--- src/rtl/sig_mult_seq_if.sv ---
// ---------------------------------------------------------------------------
// sig_mult_seq_if
// Request/result bundle for the sequential significand multiplier.
//   start   : request strobe (requester -> multiplier)
//   a, b    : WIDTH-bit unsigned significands (requester -> multiplier)
//   busy    : operation in flight (multiplier -> requester)
//   done    : one-cycle completion pulse (multiplier -> requester)
//   product : 2*WIDTH-bit registered product (multiplier -> requester)
// ---------------------------------------------------------------------------
interface sig_mult_seq_if #(
    parameter int WIDTH = 24
);
    logic                 start;
    logic [WIDTH-1:0]     a;
    logic [WIDTH-1:0]     b;
    logic                 busy;
    logic                 done;
    logic [2*WIDTH-1:0]   product;

    modport master (
        output start,
        output a,
        output b,
        input  busy,
        input  done,
        input  product
    );

    modport slave (
        input  start,
        input  a,
        input  b,
        output busy,
        output done,
        output product
    );
endinterface

--- src/rtl/sig_mult_seq.sv ---
// ---------------------------------------------------------------------------
// sig_mult_seq
// Sequential unsigned significand multiplier. Radix-2 shift-and-add, one
// partial product per clock, accumulated in carry-save form and resolved by a
// single carry-propagate add at the end. Fixed latency of WIDTH+1 edges from
// the accepting edge to the edge that raises done.
//
// Ports
//   clk     : clock, rising edge
//   rst_n   : asynchronous active-low reset, clears all state
//   bus     : sig_mult_seq_if.slave (start, a, b in; busy, done, product out)
// ---------------------------------------------------------------------------
module sig_mult_seq #(
    parameter int WIDTH = 24
) (
    input  logic            clk,
    input  logic            rst_n,
    sig_mult_seq_if.slave   bus
);

    localparam int PW = 2 * WIDTH;
    localparam int CW = $clog2(WIDTH + 1);

    typedef enum logic [1:0] {
        IDLE    = 2'd0,
        ACCUM   = 2'd1,
        RESOLVE = 2'd2
    } state_t;

    state_t             state_q;
    state_t             state_d;

    logic [WIDTH-1:0]   a_q;
    logic [WIDTH-1:0]   b_q;
    logic [PW-1:0]      sum_q;
    logic [PW-1:0]      carry_q;
    logic [CW-1:0]      cnt_q;
    logic [PW-1:0]      product_q;
    logic               done_q;

    logic               load;
    logic               accum;
    logic               resolve;

    logic [WIDTH-1:0]   b_shr;
    logic [PW-1:0]      pp;
    logic [2*PW-1:0]    csa_out;

    // 3:2 compressor across the full accumulator width. Upper half of the
    // result is the new sum, lower half the new carry (already shifted into
    // its weight). The carry shifted out of the top bit is dropped: the true
    // product always fits in PW bits, so the modulo-2^PW sum stays exact.
    function automatic logic [2*PW-1:0] csa32(
        input logic [PW-1:0] x,
        input logic [PW-1:0] y,
        input logic [PW-1:0] z
    );
        logic [PW-1:0] s;
        logic [PW-1:0] c;
        s = x ^ y ^ z;
        c = (x & y) | (x & z) | (y & z);
        return {s, c << 1};
    endfunction

    // Current multiplier bit selected by the counter, and the matching
    // shifted partial product.
    always_comb begin
        b_shr   = b_q >> cnt_q;
        pp      = (PW'(a_q) & {PW{b_shr[0]}}) << cnt_q;
        csa_out = csa32(sum_q, carry_q, pp);
    end

    // ---- control: state register ----
    always_ff @(posedge clk or negedge rst_n) begin
        if (!rst_n) begin
            state_q <= IDLE;
        end else begin
            state_q <= state_d;
        end
    end

    // ---- control: next state and datapath enables ----
    always_comb begin
        state_d = state_q;
        load    = 1'b0;
        accum   = 1'b0;
        resolve = 1'b0;
        case (state_q)
            IDLE: begin
                if (bus.start) begin
                    load    = 1'b1;
                    state_d = ACCUM;
                end
            end
            ACCUM: begin
                accum = 1'b1;
                if (cnt_q == CW'(WIDTH - 1)) begin
                    state_d = RESOLVE;
                end
            end
            RESOLVE: begin
                resolve = 1'b1;
                state_d = IDLE;
            end
            default: begin
                state_d = IDLE;
            end
        endcase
    end

    // ---- datapath: operand capture, carry-save accumulation, resolve ----
    // Operands are only written on the accepting edge, so anything on a/b or
    // start while an operation is in flight cannot reach the result.
    always_ff @(posedge clk or negedge rst_n) begin
        if (!rst_n) begin
            a_q       <= '0;
            b_q       <= '0;
            sum_q     <= '0;
            carry_q   <= '0;
            cnt_q     <= '0;
            product_q <= '0;
            done_q    <= 1'b0;
        end else begin
            done_q <= 1'b0;
            if (load) begin
                a_q     <= bus.a;
                b_q     <= bus.b;
                sum_q   <= '0;
                carry_q <= '0;
                cnt_q   <= '0;
            end
            if (accum) begin
                sum_q   <= csa_out[2*PW-1:PW];
                carry_q <= csa_out[PW-1:0];
                cnt_q   <= cnt_q + CW'(1);
            end
            if (resolve) begin
                product_q <= sum_q + carry_q;
                done_q    <= 1'b1;
            end
        end
    end

    // busy covers ACCUM and RESOLVE; it drops on the same edge that raises
    // done, so the done cycle is already able to accept the next start.
    assign bus.busy    = (state_q != IDLE);
    assign bus.done    = done_q;
    assign bus.product = product_q;

endmodule

--- src/flat_wrapper.sv ---
// flat-port wrapper written by rule: the top's interface ports become plain ports
module sig_mult_seq_flat 
#(
    parameter int WIDTH = 24
)
  (clk, rst_n, bus_start, bus_a, bus_b, bus_busy, bus_done, bus_product);
  sig_mult_seq_if #(.WIDTH(WIDTH)) bus_i ();
  input  logic clk;
  input  logic rst_n;
  input wire logic [$bits(bus_i.start)-1:0] bus_start;
  input wire logic [$bits(bus_i.a)-1:0] bus_a;
  input wire logic [$bits(bus_i.b)-1:0] bus_b;
  output wire logic [$bits(bus_i.busy)-1:0] bus_busy;
  output wire logic [$bits(bus_i.done)-1:0] bus_done;
  output wire logic [$bits(bus_i.product)-1:0] bus_product;
  assign bus_i.start = bus_start;
  assign bus_i.a = bus_a;
  assign bus_i.b = bus_b;
  assign bus_busy = bus_i.busy;
  assign bus_done = bus_i.done;
  assign bus_product = bus_i.product;
  sig_mult_seq #(.WIDTH(WIDTH)) u_core (.clk(clk), .rst_n(rst_n), .bus(bus_i));
endmodule
--- config.mk ---
export PLATFORM = sky130hd
export DESIGN_NAME = sig_mult_seq_flat
export DESIGN_NICKNAME = d
export VERILOG_FILES = /design/src/rtl/sig_mult_seq_if.sv /design/src/rtl/sig_mult_seq.sv /design/src/flat_wrapper.sv
export SDC_FILE = /design/constraint.sdc
export NUM_CORES = 1
export LEC_CHECK = 0
export BUFFER_PORTS_ARGS = -buffer_cell sky130_fd_sc_hd__buf_2
export CORE_ASPECT_RATIO = 0.6
export CORE_MARGIN = 2
export CORE_UTILIZATION = 51
export CTS_CLUSTER_DIAMETER = 80
export DETAILED_ROUTE_END_ITERATION = 7
export PLACE_DENSITY = 0.75
export SETUP_SLACK_MARGIN = 0.05
export SYNTH_ARGS = -nofsm -noshare
export SYNTH_HDL_FRONTEND = slang
export SYNTH_SLANG_ARGS = --single-unit
--- constraint.sdc ---
create_clock -name clk -period 8.1 [get_ports clk]
set_input_delay 0 -clock clk [delete_from_list [all_inputs] [get_ports clk]]
set_output_delay 0 -clock clk [all_outputs]
set_load 0.005 [all_outputs]
Yosys cells after proc, flatten, opt, wreduce, memory -nomap -nowiden
Cells that the tools add are included.
W data, S select, Z words.
{ "totals": {"inputBits": 51, "regBits": 200, "word_cells": 42, "out_inout_bits": 50} }
{ "classes": {"shift": 2, "n_bitwise": 8, "eq_ne": 5, "add_sub_neg": 2, "reduce_logical": 4, "muxes": 13} }
{ "ops": {"columns": ["op", "count"], "rows": [
  ["$mux W48", 3],
  ["$and A47 B47 Y47", 3],
  ["$xor A48 B48 Y48", 2],
  ["$or A47 B47 Y47", 2],
  ["$add A48 B48 Y48", 1],
  ["$and A24 B48 Y48", 1],
  ["$shl A48 B5 Y48", 1],
  ["$shr A24 B5 Y1", 1],
  ["$mux W5", 2],
  ["$add A5 B1 Y5 const B", 1],
  ["$eq A5 B5 Y1 const B", 1],
  ["$mux W1", 5],
  ["$mux W2", 2],
  ["$pmux W2 S2", 1],
  ["$reduce_bool A2 Y1", 2],
  ["$eq A2 B1 Y1 const B", 1],
  ["$eq A2 B2 Y1 const B", 1],
  ["$logic_not A2 Y1", 1],
  ["$ne A2 B1 Y1 const B", 1],
  ["$ne A2 B2 Y1 const B", 1],
  ["$reduce_and A2 Y1", 1]
]} }

Longest topological paths before layout
{ "depth": {"depth_word": 7, "ltp_mapped": 14, "ltp_nobuf": 11} }

Worst setup path before layout
OpenSTA, ideal clock, no wires.
{ "synth_path": {"path_type": "flip-flop to flip-flop", "startpoint": "register u_core.cnt_q[0]", "endpoint": "register u_core.sum_q[10]", "required_ns": 8.017, "setup_time_ns": 0.083, "period_less_slack_ns": 2.763, "path_stages_with_launch": 14, "n_path_buf": 3, "arrival_time_ns": 2.680, "path_slack_ns": 5.337, "cell_sequence": "dfrtp_1 > buf_4 > buf_6 > mux4_2 > nand2_1 > nand2_1 > a21o_2 > nor2_4 > buf_6 > nor2_1 > mux2_2 > nand2_1 > fa_1 > o21ai_0"} }
{ "synth_via": {"elab_chain_len": 5} }
{ "synth_rtl": {"columns": ["element", "line", "source"], "rows": [
  ["from (decl)", "sig_mult_seq.sv:37", "logic [CW-1:0] cnt_q;"],
  ["from (signal assigned)", "sig_mult_seq.sv:135", "cnt_q <= cnt_q + CW'(1);"],
  ["$shr A24 B5 Y1", "sig_mult_seq.sv:68", "b_shr = b_q >> cnt_q;"],
  ["$and A24 B48 Y48", "sig_mult_seq.sv:69", "pp = (PW'(a_q) & {PW{b_shr[0]}}) << cnt_q;"],
  ["$shl A48 B5 Y48 *", "sig_mult_seq.sv:69", null],
  ["$xor A48 B48 Y48 *", "sig_mult_seq.sv:60", "s = x ^ y ^ z;"],
  ["$mux W48 *", "sig_mult_seq.sv:132", "if (accum) begin"],
  ["to (signal assigned)", "sig_mult_seq.sv:133", "sum_q <= csa_out[2*PW-1:PW];"],
  ["to (decl)", "sig_mult_seq.sv:35", "logic [PW-1:0] sum_q;"]
]} }
Every way passes the cells marked *; elsewhere a longest branch is shown, timed or not.
A chain may end at the register's enable or synchronous reset.

Worst setup path in the final report
{ "layout_path": {"startpoint": "register u_core.cnt_q[0]", "endpoint": "register u_core.sum_q[36]"} }
The elaborated chain is that of the path after synthesis.

==> flow_summary.json <==
{
  "outcome": "finished, final reports clean",
  "die_y_um": 127.5,
  "wl_per_cell_um": 17.66,
  "wirelength_um": 32300,
  "synthMuxAreaShare_pct": 9.812,
  "crit_chain": "mux4_2 -> mux2i_1 -> nor3_1 -> a21o_2 -> nor2_4 -> a21oi_1 -> a32o_1 -> a22oi_1 -> fa_1 -> o21ai_0",
  "rsz0062_at_grt": "false",
  "row_count": 45,
  "drv_cap": 0,
  "p_clk_share_pct": 14.5,
  "grt_max_degree": 130,
  "ir_drop_uv": 217.6,
  "whs_ps": 123.7,
  "synth_top_family_by_area": "compound AO/OA/AOI/OAI gates",
  "p_leak_nw": 6.332,
  "holdCritPathClass": "in2async",
  "worstSetupStartpointType": "flip-flop",
  "mostFrequentLayoutCells": "dfrtp_1 (198), o21ai_0 (174), nand2_1 (163)",
  "maxSlewViolCount": 0,
  "area.growth.synth_to_final_pct": 12.72,
  "reg2reg_slack_ps": 4430,
  "die_x_um": 209.9,
  "grt_pass1_vias": 9950,
  "drc_errors": 0,
  "fin_skew_ps": 11.75,
  "synth_flop_cell": "dfrtp_1",
  "power_frac_comb_pct": 55.7,
  "yosys.area_share.simple_pct": 14.30,
  "final_common_cell": "dfrtp_1",
  "worstPathArrival_ps": 4050,
  "switching_share_pct": 46.82,
  "synthArstFlopShare_pct": 100.0,
  "max_stage_delay_ps": 610,
  "synthAdderAreaFrac_pct": 11.89,
  "max_freq_ghz": 0.2723,
  "fin_nets": 1633,
  "first_iter_violations": 1002,
  "synth_edf_count": 0,
  "seq_area_frac_synth_pct": 38.40,
  "diodes": 0,
  "pwr_density_cell_nw_per_um2": 387.0,
  "cts.sinks": 199,
  "io_buffers": 100,
  "p_int_mw": 3.008,
  "critPathKind": "reg2reg",
  "vias_per_cell": 5.773,
  "synth-xor-area-share_pct": 2.634,
  "ys_warn_count": 0,
  "slowest_stage": "dfrtp_2",
  "drive_gt1_share_pct": 16.60,
  "p_seq_share_pct": 29.7,
  "syn_area_per_cell_um2": 9.277,
  "post-route-min-period_ps": 3672,
  "tightest_slew_ps": 1076,
  "drt_pass1_iterations": 7,
  "required_ps": 8480,
  "hold_viol": 0,
  "syn-num-nets": 1544,
  "slew_headroom_pct": 28.30,
  "die-area_um2": 26760,
  "setup_tns_ps": 0,
  "finalSetupViolations": 0,
  "cts_tree": "yes",
  "r2r_end": "u_core.sum_q[36]",
  "cts_buffers": 17,
  "antenna_left": 0,
  "track_usage_pct": 25.30,
  "io_pins": 101,
  "synth_area_um2": 12970,
  "clk_pin_slew_ps": 80,
  "insertion_delay_ps": 470,
  "synth_compound_area_share_pct": 16.73,
  "grt_overflow_total": 0,
  "dpl.hpwl_um": 23050,
  "synth.distinct_cells": 73,
  "r2r_cells": 10,
  "cts_setup_buffers": 0,
  "path_max_fanout": 25,
  "cts-root-buf": "clkbuf_16",
  "fin_crit_sh_pct": 45.33,
  "grt_pass1_wl_um": 53110,
  "cp-end-kind": "flip-flop",
  "start_util_pct": 51.64,
  "num_vias": 10560,
  "antenna_found_initial": 0,
  "regToRegStartpoint": "u_core.cnt_q[0]",
  "synth-seq-cells": 199,
  "core_um2": 25110,
  "synthCells": 1398,
  "h-tree-depth": 4,
  "switchingPower_mw": 2.649,
  "clock_path_buffers": 2,
  "gp_congestion": 0.9432
}
[registers in the layout, summed over array words and instances, names as in the netlist]
register / flops
u_core.b_q: 24
u_core.bus.done: 1
u_core.state_q: 2
u_core.carry_q: 47
u_core.a_q: 24
u_core.bus.product: 48
u_core.sum_q: 48
u_core.cnt_q: 5
[logic make-up after synthesis]
kind of cell	after synthesis
AOI/OAI and AO/OA	364
adders and majority gates	95
muxes	102
xor gates and xnor gates	39
and+or+nand+nor	402
DFF	199
buffers and inverters	197
[critical path: cells and delay by family (launching register included)]
family	cells	cell delay, ps
AO/OA/AOI/OAI	5	1180
adder cells (fa/ha/maj)	1	430
flip-flops	1	610
multiplexers	2	770
AND/OR/NAND/NOR	2	570
[cell type report]
| cell class | count | area [um2] |
|---|---|---|
| multi-input cells | 1002 | 7202 |
| repair buffers | 158 | 1067 |
| flip-flops and latches | 199 | 4981 |
| clock inverters | 14 | 117.6 |
| fillers | 2156 | 10490 |
| inverters | 109 | 409.1 |
| well taps | 329 | 411.6 |
| clock buffers | 18 | 429.2 |
[power by group through the flow]
stage               sequential [mW]  clock (mW)  combinational [mW]
floorplan                      1.55           0                2.43
global placement               1.68           0                2.99
detailed placement             1.69           0                3.07
CTS                            1.68       0.834                3.12
global route                   1.73       0.880                3.52
finish                         1.68       0.821                3.15
[stage by stage]
stage	cell area [um2]	util [%]	std cells	worst slack (ps)	total power [mW]
after floorplan	12970	-	1398	5337	3.984
after global routing	14620	58.21	1829	4200	6.130
after CTS	14620	58.21	1829	4468	5.626
after global placement	13580	54.08	1748	4604	4.673
final	14620	58.21	1829	4428	5.657
after detailed placement	13580	54.08	1748	4486	4.760
[per-layer routing]
layer	global-route usage [%]	wire length (um)	up-vias
li1	-	-	5026
met1	38.38	16020	5180
met2	36.21	13690	315
met3	5.998	2081	38
met4	6.800	504	0
met5	0	0	-
[worst max path at each step]
stage	startpoint	end	slack [ps]	depth (start not counted)
after detailed placement	u_core.cnt_q[0]	u_core.sum_q[36]	4490	10
after CTS	u_core.cnt_q[0]	u_core.sum_q[36]	4470	10
after global routing	u_core.cnt_q[0]	u_core.sum_q[36]	4200	10
after floorplan	u_core.cnt_q[0]	u_core.sum_q[10]	5340	13
final	u_core.cnt_q[0]	u_core.sum_q[36]	4430	10
after global placement	u_core.cnt_q[0]	u_core.sum_q[36]	4600	10
[cells in the mapped netlist (all sizes together) (8+ instances only)]
library cell	count	share of area, %
a211oi	15	0.87
a21o	29	1.7
a21oi	71	2.7
a31oi	9	0.43
and3	9	0.43
buf	27	1.1
clkbuf	61	2.0
dfrtp	199	38
fa	47	7.3
ha	48	4.6
inv	108	3.1
mux2	61	5.3
mux2i	27	2.1
mux4	14	2.4
nand2	166	4.8
nand2b	13	0.65
nand3	111	4.3
nand4	8	0.39
nor2	52	1.6
nor2b	10	0.48
nor3	13	0.58
o21ai	191	7.4
o21bai	8	0.46
xnor2	22	1.5
xor2	17	1.1
[timing repair]
| item | in CTS | in global routing |
|---|---|---|
| endpoints found under the setup margin | 0 | 0 |
| endpoints found under the hold margin | 121 | 0 |
| hold buffers | 49 | 0 |
| resized for setup | 0 | 0 |
(Power assumes the default switching activity.)
